==> src/rtl/i2c_byte_master.sv <==
// Command-level I2C master: executes one START, STOP, WRITE-byte or READ-byte per strobe,
// driving SCL/SDA through open-drain output enables.
module i2c_byte_master #(
  parameter int DW = 4
) (
  input  logic       clk,
  input  logic       rst,
  output logic       scl_oe,
  output logic       sda_oe,
  input  logic       sda_i,
  input  logic [1:0] cmd,
  input  logic [7:0] data_in,
  input  logic       ack_in,
  input  logic       stb,
  output logic [7:0] data_out,
  output logic       ack_out,
  output logic       ready
);

  typedef enum logic [2:0] {
    ST_IDLE,
    ST_START,
    ST_STOP,
    ST_WRITE,
    ST_READ
  } state_e;

  localparam logic [DW-1:0] PRESC_MAX = '1;
  localparam logic [DW-1:0] PRESC_ONE = DW'(1);

  state_e        state_q, state_d;
  logic [DW-1:0] presc_q, presc_d;
  logic [1:0]    phase_q, phase_d;
  logic [3:0]    slot_q, slot_d;
  logic [7:0]    tx_q, tx_d;
  logic [7:0]    rx_q, rx_d;
  logic [7:0]    data_out_q, data_out_d;
  logic          ack_in_q, ack_in_d;
  logic          ack_out_q, ack_out_d;
  logic          scl_oe_q, scl_oe_d;
  logic          sda_oe_q, sda_oe_d;
  logic          ready_q, ready_d;
  logic          load_out;

  always_ff @(posedge clk) begin
    if (rst) begin
      state_q    <= ST_IDLE;
      presc_q    <= '0;
      phase_q    <= '0;
      slot_q     <= '0;
      tx_q       <= '0;
      rx_q       <= '0;
      data_out_q <= '0;
      ack_in_q   <= 1'b0;
      ack_out_q  <= 1'b0;
      scl_oe_q   <= 1'b0;
      sda_oe_q   <= 1'b0;
      ready_q    <= 1'b1;
    end else begin
      state_q    <= state_d;
      presc_q    <= presc_d;
      phase_q    <= phase_d;
      slot_q     <= slot_d;
      tx_q       <= tx_d;
      rx_q       <= rx_d;
      data_out_q <= data_out_d;
      ack_in_q   <= ack_in_d;
      ack_out_q  <= ack_out_d;
      scl_oe_q   <= scl_oe_d;
      sda_oe_q   <= sda_oe_d;
      ready_q    <= ready_d;
    end
  end

  always_comb begin
    state_d    = state_q;
    presc_d    = presc_q;
    phase_d    = phase_q;
    slot_d     = slot_q;
    tx_d       = tx_q;
    rx_d       = rx_q;
    data_out_d = data_out_q;
    ack_in_d   = ack_in_q;
    ack_out_d  = ack_out_q;
    scl_oe_d   = scl_oe_q;
    sda_oe_d   = sda_oe_q;
    load_out   = 1'b0;

    case (state_q)
      ST_IDLE: begin
        if (stb) begin
          case (cmd)
            2'b00:   state_d = ST_START;
            2'b01:   state_d = ST_STOP;
            2'b10:   state_d = ST_WRITE;
            default: state_d = ST_READ;
          endcase
          presc_d  = '0;
          phase_d  = 2'd0;
          slot_d   = 4'd0;
          tx_d     = data_in;
          ack_in_d = ack_in;
          load_out = 1'b1;
        end
      end
      default: begin
        presc_d = presc_q + PRESC_ONE;
        if (presc_q == PRESC_MAX) begin
          // Last clk of ph2 is the end of the SCL-high window: sample SDA here.
          if (phase_q == 2'd2) begin
            if (state_q == ST_READ && slot_q < 4'd8) begin
              rx_d = {rx_q[6:0], sda_i};
              if (slot_q == 4'd7) data_out_d = {rx_q[6:0], sda_i};
            end
            if (state_q == ST_WRITE && slot_q == 4'd8) ack_out_d = sda_i;
          end
          if (phase_q == 2'd3) begin
            if (state_q == ST_START || state_q == ST_STOP || slot_q == 4'd8) begin
              // Outputs keep the final phase value while idle.
              state_d = ST_IDLE;
              presc_d = '0;
              phase_d = 2'd0;
            end else begin
              slot_d   = slot_q + 4'd1;
              phase_d  = 2'd0;
              tx_d     = {tx_q[6:0], 1'b0};
              load_out = 1'b1;
            end
          end else begin
            phase_d  = phase_q + 2'd1;
            load_out = 1'b1;
          end
        end
      end
    endcase

    ready_d = (state_d == ST_IDLE);

    if (load_out) begin
      case (state_d)
        ST_START: begin
          case (phase_d)
            2'd0:    {scl_oe_d, sda_oe_d} = 2'b10;
            2'd1:    {scl_oe_d, sda_oe_d} = 2'b00;
            2'd2:    {scl_oe_d, sda_oe_d} = 2'b01;
            default: {scl_oe_d, sda_oe_d} = 2'b11;
          endcase
        end
        ST_STOP: begin
          case (phase_d)
            2'd0:    {scl_oe_d, sda_oe_d} = 2'b11;
            2'd1:    {scl_oe_d, sda_oe_d} = 2'b01;
            default: {scl_oe_d, sda_oe_d} = 2'b00;
          endcase
        end
        ST_WRITE: begin
          scl_oe_d = (phase_d == 2'd0) || (phase_d == 2'd3);
          sda_oe_d = (slot_d == 4'd8) ? 1'b0 : ~tx_d[7];
        end
        ST_READ: begin
          scl_oe_d = (phase_d == 2'd0) || (phase_d == 2'd3);
          sda_oe_d = (slot_d == 4'd8) ? ~ack_in_d : 1'b0;
        end
        default: begin
          scl_oe_d = scl_oe_q;
          sda_oe_d = sda_oe_q;
        end
      endcase
    end
  end

  assign scl_oe   = scl_oe_q;
  assign sda_oe   = sda_oe_q;
  assign data_out = data_out_q;
  assign ack_out  = ack_out_q;
  assign ready    = ready_q;

endmodule

==> config.mk <==
export PLATFORM = sky130hd
export DESIGN_NAME = i2c_byte_master
export DESIGN_NICKNAME = d
export VERILOG_FILES = /design/src/rtl/i2c_byte_master.sv
export SDC_FILE = /design/constraint.sdc
export NUM_CORES = 1
export LEC_CHECK = 0
export CORE_MARGIN = 3
export CORE_UTILIZATION = 35
export DETAILED_ROUTE_END_ITERATION = 8
export GPL_TIMING_DRIVEN = 0
export PLACE_DENSITY_LB_ADDON = 0.3
export SYNTH_ARGS = -nofsm -noshare
export SYNTH_HDL_FRONTEND = slang
export SYNTH_SLANG_ARGS = --single-unit
==> constraint.sdc <==
create_clock -name clk -period 2.2 [get_ports clk]
set_clock_uncertainty 0.1 [all_clocks]
set_input_delay 0.33 -clock clk [delete_from_list [all_inputs] [get_ports clk]]
set_output_delay 0.33 -clock clk [all_outputs]
set_load 0.01 [all_outputs]
==> Word-level counts from Yosys, hierarchy flattened <==
Cells that the tools add are included.
{ "totals": {"reg_bits": 41, "inputBits": 15, "output_inout_bits": 12, "wordCells": 103} }
{ "op_classes": {"add_sub_neg": 3, "magnitude_cmp": 1, "n_eq_ne": 21, "n_mux": 40, "bitwise_logic": 3, "n_reduce_logical": 22} }
{ "op_table": {"columns": ["cell", "count"], "rows": [
  ["$mux W4", 10],
  ["$mux W8", 5],
  ["$mux W3", 5],
  ["$mux W1", 13],
  ["$eq A3 B2 Y1 const B", 4],
  ["$eq A4 B4 Y1 const B", 3],
  ["$reduce_and A4 Y1", 3],
  ["$eq A2 B2 Y1 const B", 5],
  ["$pmux W3 S3", 1],
  ["$add A4 B1 Y4 const B", 2],
  ["$mux W2", 4],
  ["$eq A3 B1 Y1 const B", 2],
  ["$eq A3 B3 Y1 const B", 2],
  ["$logic_not A3 Y1", 2],
  ["$reduce_or A2 Y1", 3],
  ["$reduce_and A5 Y1", 1],
  ["$eq A2 B1 Y1 const B", 2],
  ["$eq A4 B3 Y1 const B", 1],
  ["$logic_not A2 Y1", 2],
  ["$lt A4 B4 Y1 const B", 1],
  ["$pmux W1 S4", 1],
  ["$reduce_and A2 Y1", 2],
  ["$reduce_bool A2 Y1", 2],
  ["$reduce_bool A4 Y1", 1],
  ["8 further kinds", 13]
]} }

==> Longest topological paths before layout <==
{ "depth": {"ltp_word": 11, "ltp_mapped": 9, "depth_no_buf": 9} }

==> Worst setup path after synthesis <==
OpenSTA, ideal clock, no wires.
{ "synth_path": {"kind": "register to register", "start": "register state_q[2]", "end": "register scl_oe_q, in the netlist scl_oe", "setup_time_ns": 0.088, "arrival_ns": 2.011, "required_time_ns": 2.012, "slack_ns": 0.001, "stages_incl_launch_ff": 8, "n_path_buf": 1, "synth_period_minus_slack_ns": 2.199, "cell_sequence": "dfxtp_1 buf_6 or3_1 nand2_1 mux2_2 ha_1 a21o_1 a311oi_2"} }
{ "synth_between": {"elab_chain_cells": 11, "word_cells_on_any_way": 31, "cone_classes": "eq/ne (9); mux (13); reduce/logical (9)"} }
{ "synth_lines": {"columns": ["element", "line", "rtl"], "rows": [
  ["from (decl)", "31", "state_e state_q, state_d;"],
  ["from (signal assigned)", "60", "state_q <= state_d;"],
  ["$eq A3 B1 Y1 or $eq A3 B2 Y1 (tied branches)", "118", "if (state_q == ST_START || state_q == ST_STOP || slot_q == 4'd8) begin"],
  ["$logic_or A1 B1 Y1 (2 in a row)", "118", null],
  ["$mux W3", "118", null],
  ["$mux W3", "117", "if (phase_q == 2'd3) begin"],
  ["$mux W3", "108", "if (presc_q == PRESC_MAX) begin"],
  ["$mux W3", "89", "case (state_q)"],
  ["$eq A3 B3 Y1 or $eq A3 B2 Y1 (tied branches)", "140", "case (state_d)"],
  ["$reduce_or A2 Y1 (no source line)", null, null],
  ["$reduce_bool A3 Y1 (no source line)", null, null],
  ["$reduce_and A2 Y1 (no source line)", null, null],
  ["to (signal assigned)", "69", "scl_oe_q <= scl_oe_d;"],
  ["to (decl)", "40", "logic scl_oe_q, scl_oe_d;"]
]} }
Parallel ways exist; a longest one is shown, timed or not.
A chain may end at the register's enable or synchronous reset.

==> Final worst setup path <==
{ "layout_path": {"start": "register phase_q[0]", "end": "register sda_oe_q, in the netlist sda_oe"} }
{ "layout_between": {"elab_chain_cells": 8, "word_cells_on_any_way": 34, "cone_classes": "add/sub (1); eq/ne (7); mux (21); bitwise (1); reduce/logical (4)"} }
{ "layout_lines": {"columns": ["element", "line", "rtl"], "rows": [
  ["from (decl)", "33", "logic [1:0] phase_q, phase_d;"],
  ["from (signal assigned)", "62", "phase_q <= phase_d;"],
  ["$add A2 B1 Y2 or $eq A2 B2 Y1 (tied branches)", "130, 117", null],
  ["$mux W2", "117", null],
  ["$mux W2", "108", null],
  ["$mux W2", "89", null],
  ["$eq A2 B1 Y1 or $logic_not A2 Y1 (tied branches)", "142, 150", null],
  ["$reduce_or A2 Y1 (no source line)", null, null],
  ["$mux W1, on equally long branches", "150, 142", null],
  ["$pmux W1 S4", "140", null],
  ["to (signal assigned)", "70", "sda_oe_q <= sda_oe_d;"],
  ["to (decl)", "41", "logic sda_oe_q, sda_oe_d;"]
]} }
Parallel ways exist; a longest one is shown, timed or not. The select of a mux whose other input is x is not followed.

==> metrics list <==
* Number of CTS-inserted buffers: 5
- Yosys attributes the largest share of cell area to sky130_fd_sc_hd__dfxtp_1 (41%), sky130_fd_sc_hd__nand2_1 (6.7%), sky130_fd_sc_hd__mux2i_1 (6.5%), sky130_fd_sc_hd__a21oi_1 (5.5%), sky130_fd_sc_hd__nor2_1 (5.4%).
- For the worst-skew pair, the clock arrives at the later sink with an insertion delay of 0.30 ns.
* Critical-path maximum fanout: 4
* Sequential cell area fraction in the yosys report: 0.408
- Routed length per placed instance: 14.0 µm
* Post-synthesis average cell area: 8.62 µm²
* Level count of the clock H-tree: 2
- Crit path largest cell delay: 0.39 ns
- Synthesized net count: 255
* Number of cells on the worst reg-to-reg path: 9
- Number of diodes: 0
- The number of global-route vias before repair came to 1708.
* Finish-stage setup viols: 0
- Including well taps, the total number of placed cells is 328.
* Final hold violation count: 0
- Number of storage elements in the synthesis netlist: 41
- The count of final max-slew check failures is 0.
- Ratio of routed vias to standard cells: 5.08
- Excluding fillers, the count of instances in the completed layout stands at 354.
- Worst slack after detailed placement: -0.425 ns
- Max-cap violations in this run came to 0.
- Clock root cell: sky130_fd_sc_hd__clkbuf_8
- In this run the tightest slew margin relative to its limit is 0.627.
* Cell row count: 26
- Summing over every cut layer, the via total after detailed routing is 1798.
* Antenna Violating Nets Remaining: 0
- First-pass detailed-route iteration total: 4
* DRC: 0
- Run status: completed
- Number of port buffers: 25
- The critical path goes through ha_2 > nand4_1 > buf_4 > nand2_1 > and3_1 > nor2b_4 > and4b_1 > a211oi_2 > o32ai_1.
- Instance area at placement: 2350 µm²
- TritonCTS clock tree: built
- Setup slack closes at 0.0407 ns.
- After floorplanning, the core was sized to cover 5340 µm².
* Class of the tightest hold or removal check: in -> reg
* Required time of the worst setup path: 2.28 ns
- Maximum number of pins on one net before global-route repair: 15
* Half-perimeter wire length after placement: 3.26 mm
- Of the available clock period, the critical path in the final layout requires 0.981.
- Final net count: 305
- Number of synthesized flops with an enable pin: 0
- After global routing the overflow that remains totals 0.
- Counting the fill cells in the layout gives 504.
* Cell depth of the worst hold path: 2
- The worst hold path begins at rst.
- Endpoint of the worst hold path: sda_oe$_SDFFE_PP0P_
- Unrepaired setup endpoints after global routing: true
* Buffers and inverters on the worst path: 1
* Endpoint arrival time on the critical path: 2.24 ns
- Setup_tns: 0 ns
- Die Span Y: 81.8 µm
- Top cell type by total area after synthesis: sky130_fd_sc_hd__dfxtp_1
- Fraction of post-synthesis cell area in the top cell type by area: 0.408
- Capturing element type of the critical path: register
- 27 I/O pins were placed.
* Final Routed Wirelength: 4.97 mm
* Setup crit start kind: register
- Initial DRC count: 94
- Netlist Area Pre-Place: 2010 µm²
- Standby leakage power: 1.08 nW
- The clock passes through at most 2 buffers.
- Shortest clock period the worst path allows after layout: 2.16 ns
- Sink Count: 41
- Number of buffers added to fix hold violations after cts: 0
* Setup slack of the most critical reg-to-reg path: 0.04 ns
- Routability congestion estimate from global placement: 0.785
- Worst-case hold slack: 0.310 ns
* Syn-to-layout area delta: 38.5%
- For this run, the number of Yosys warnings is 0.
- Slew at the pin closest to its max-slew limit: 0.557 ns
* Global-route wire length before repair: 8.11 mm
- Counting flops with an async set or reset pin after synthesis yields a share of 0.
* Cell type group with the largest total delay on the critical path: simple AND/OR/NAND/NOR gates
* Initial antenna violation count: 0
- Starting Density: 0.377
- The startpoint identified for the worst register-to-register timing path is phase_q[0]$_SDFF_PP0_.
- R2r endpoint: sda_oe$_SDFFE_PP0P_
* Syn Inst Count: 233
* Synth unique cells: 48
- The setup path with the least slack is of type reg -> reg.
* Primary FF master, synth: sky130_fd_sc_hd__dfxtp_1
- Floorplan die area: 6690 µm²
- Derived from the worst setup path, the maximum achievable clock frequency is 463 MHz.
* CTS clock-pin slew for the worst setup and hold paths: 0.08 ns
- CP max stage cell: sky130_fd_sc_hd__dfxtp_2
* Final instance area: 2780 µm²
- For this design the ratio of total power to cell area is 700 nW/µm².
- For this run, the total global-route usage over all layers was measured as 0.157.
- The worst-case IR drop observed on VDD is 0.383 mV.
- Fraction of final layout cells with drive strength greater than 1: 0.250
* Die W: 81.8 µm
-- metrics by stage --
step / power [mW] / util
after global routing: 2.03 / 0.522
final: 1.95 / 0.522
after floorplan: 1.04 / -
after global placement: 1.14 / 0.440
after detailed placement: 1.14 / 0.440
after CTS: 1.91 / 0.488
-- placed cells by master, fill, tap and decap left out, drive strengths merged, types with 7 or more instances in the layout --
| master | instances |
|---|---|
| buf | 25 |
| nor2 | 29 |
| clkdlybuf4s50 | 24 |
| nand2 | 36 |
| dfxtp | 41 |
| a21oi | 25 |
| mux2i | 13 |
| clkbuf | 10 |
| ha | 7 |
-- worst reg2reg max path, cell delays in order (launching register included) --
cell                       delay [ns]
sky130_fd_sc_hd__dfxtp_2         0.39
sky130_fd_sc_hd__ha_2            0.28
sky130_fd_sc_hd__nand4_1         0.17
sky130_fd_sc_hd__buf_4           0.21
sky130_fd_sc_hd__nand2_1         0.06
sky130_fd_sc_hd__and3_1          0.26
sky130_fd_sc_hd__nor2b_4         0.08
sky130_fd_sc_hd__and4b_1         0.20
sky130_fd_sc_hd__a211oi_2        0.20
sky130_fd_sc_hd__o32ai_1         0.09
-- area by class of cell --
| cell class | instances | area, µm² | area share |
|---|---|---|---|
| plain buffers | 10 | 61.3 | 0.0220 |
| multi-input cells | 174 | 1240 | 0.445 |
| clock inverters | 3 | 68.8 | 0.0247 |
| well taps | 70 | 87.6 | 0.0315 |
| inverters | 6 | 25.0 | 0.00899 |
| flip-flops and latches | 41 | 836 | 0.300 |
| repair buffers | 45 | 397 | 0.143 |
| clock buffers | 5 | 68.8 | 0.0247 |
-- kinds of logic (layout without fill, tap and decap cells) --
logic type      count (synthesis)  count (layout)  synth area share
compound gates                 52              52             0.177
xor+xnor                        1               1           0.00436
fa+ha+maj                       7               7            0.0436
buf+inv                        18              69            0.0461
flops                          41              41             0.408
mux                            15              15            0.0760
simple gates                   99              99             0.245
-- synth_stat cells (all sizes together), types with 2 or more instances --
cell / count
dfxtp: 41
mux2: 2
a22oi: 6
nand2: 36
mux2i: 13
or3: 4
and3: 2
nand4: 2
nand3b: 4
ha: 7
o211ai: 2
nand3: 4
inv: 5
a21o: 3
a31oi: 2
o21ai: 6
clkbuf: 5
nor2b: 5
buf: 7
nor3: 6
nor2: 29
a21oi: 25
a311oi: 2
-- metal layers --
metal,vias to the layer above,track usage,part of all wire
met5,-,0,0
met3,6,0.0307,0.024
li1,914,-,-
met1,857,0.221,0.50
met4,0,0.0498,0.014
met2,21,0.242,0.46
-- sequential cells by signal, summed over array words and instances, names as in the netlist --
| register | count |
|---|---|
| ack_in_q | 1 |
| ack_out | 1 |
| data_out | 8 |
| phase_q | 2 |
| presc_q | 4 |
| ready | 1 |
| rx_q | 7 |
| scl_oe | 1 |
| sda_oe | 1 |
| slot_q | 4 |
| state_q | 3 |
| tx_q | 8 |
-- power breakdown --
part	switching [mW]	internal (mW)	leakage, nW
sequential	0.0191	0.775	0.337
combinational	0.223	0.198	0.677
clock	0.275	0.457	0.0687
-- worst max-delay path by stage --
| stage | cells after the start | slack (ns) | end | from |
|---|---|---|---|---|
| 2_1_floorplan | 7 | 0.001 | scl_oe$_SDFFE_PP0P_ | state_q[2]$_SDFF_PP0_ |
| 3_3_place_gp | 7 | -0.46 | scl_oe$_SDFFE_PP0P_ | stb |
| 3_5_place_dp | 7 | -0.42 | scl_oe$_SDFFE_PP0P_ | stb |
| 4_1_cts | 7 | -0.04 | scl_oe$_SDFFE_PP0P_ | state_q[1]$_SDFF_PP0_ |
| 5_1_grt | 8 | -0.06 | sda_oe$_SDFFE_PP0P_ | phase_q[0]$_SDFF_PP0_ |
| 6_report | 9 | 0.04 | sda_oe$_SDFFE_PP0P_ | phase_q[0]$_SDFF_PP0_ |
-- timing repair --
action,4_1_cts,5_1_grt
pin swaps,3,11
gates resized for setup,18,27
gates cloned,0,1
setup buffers,7,12
endpoints found under the setup margin,18,17
(Power assumes the default switching activity.)
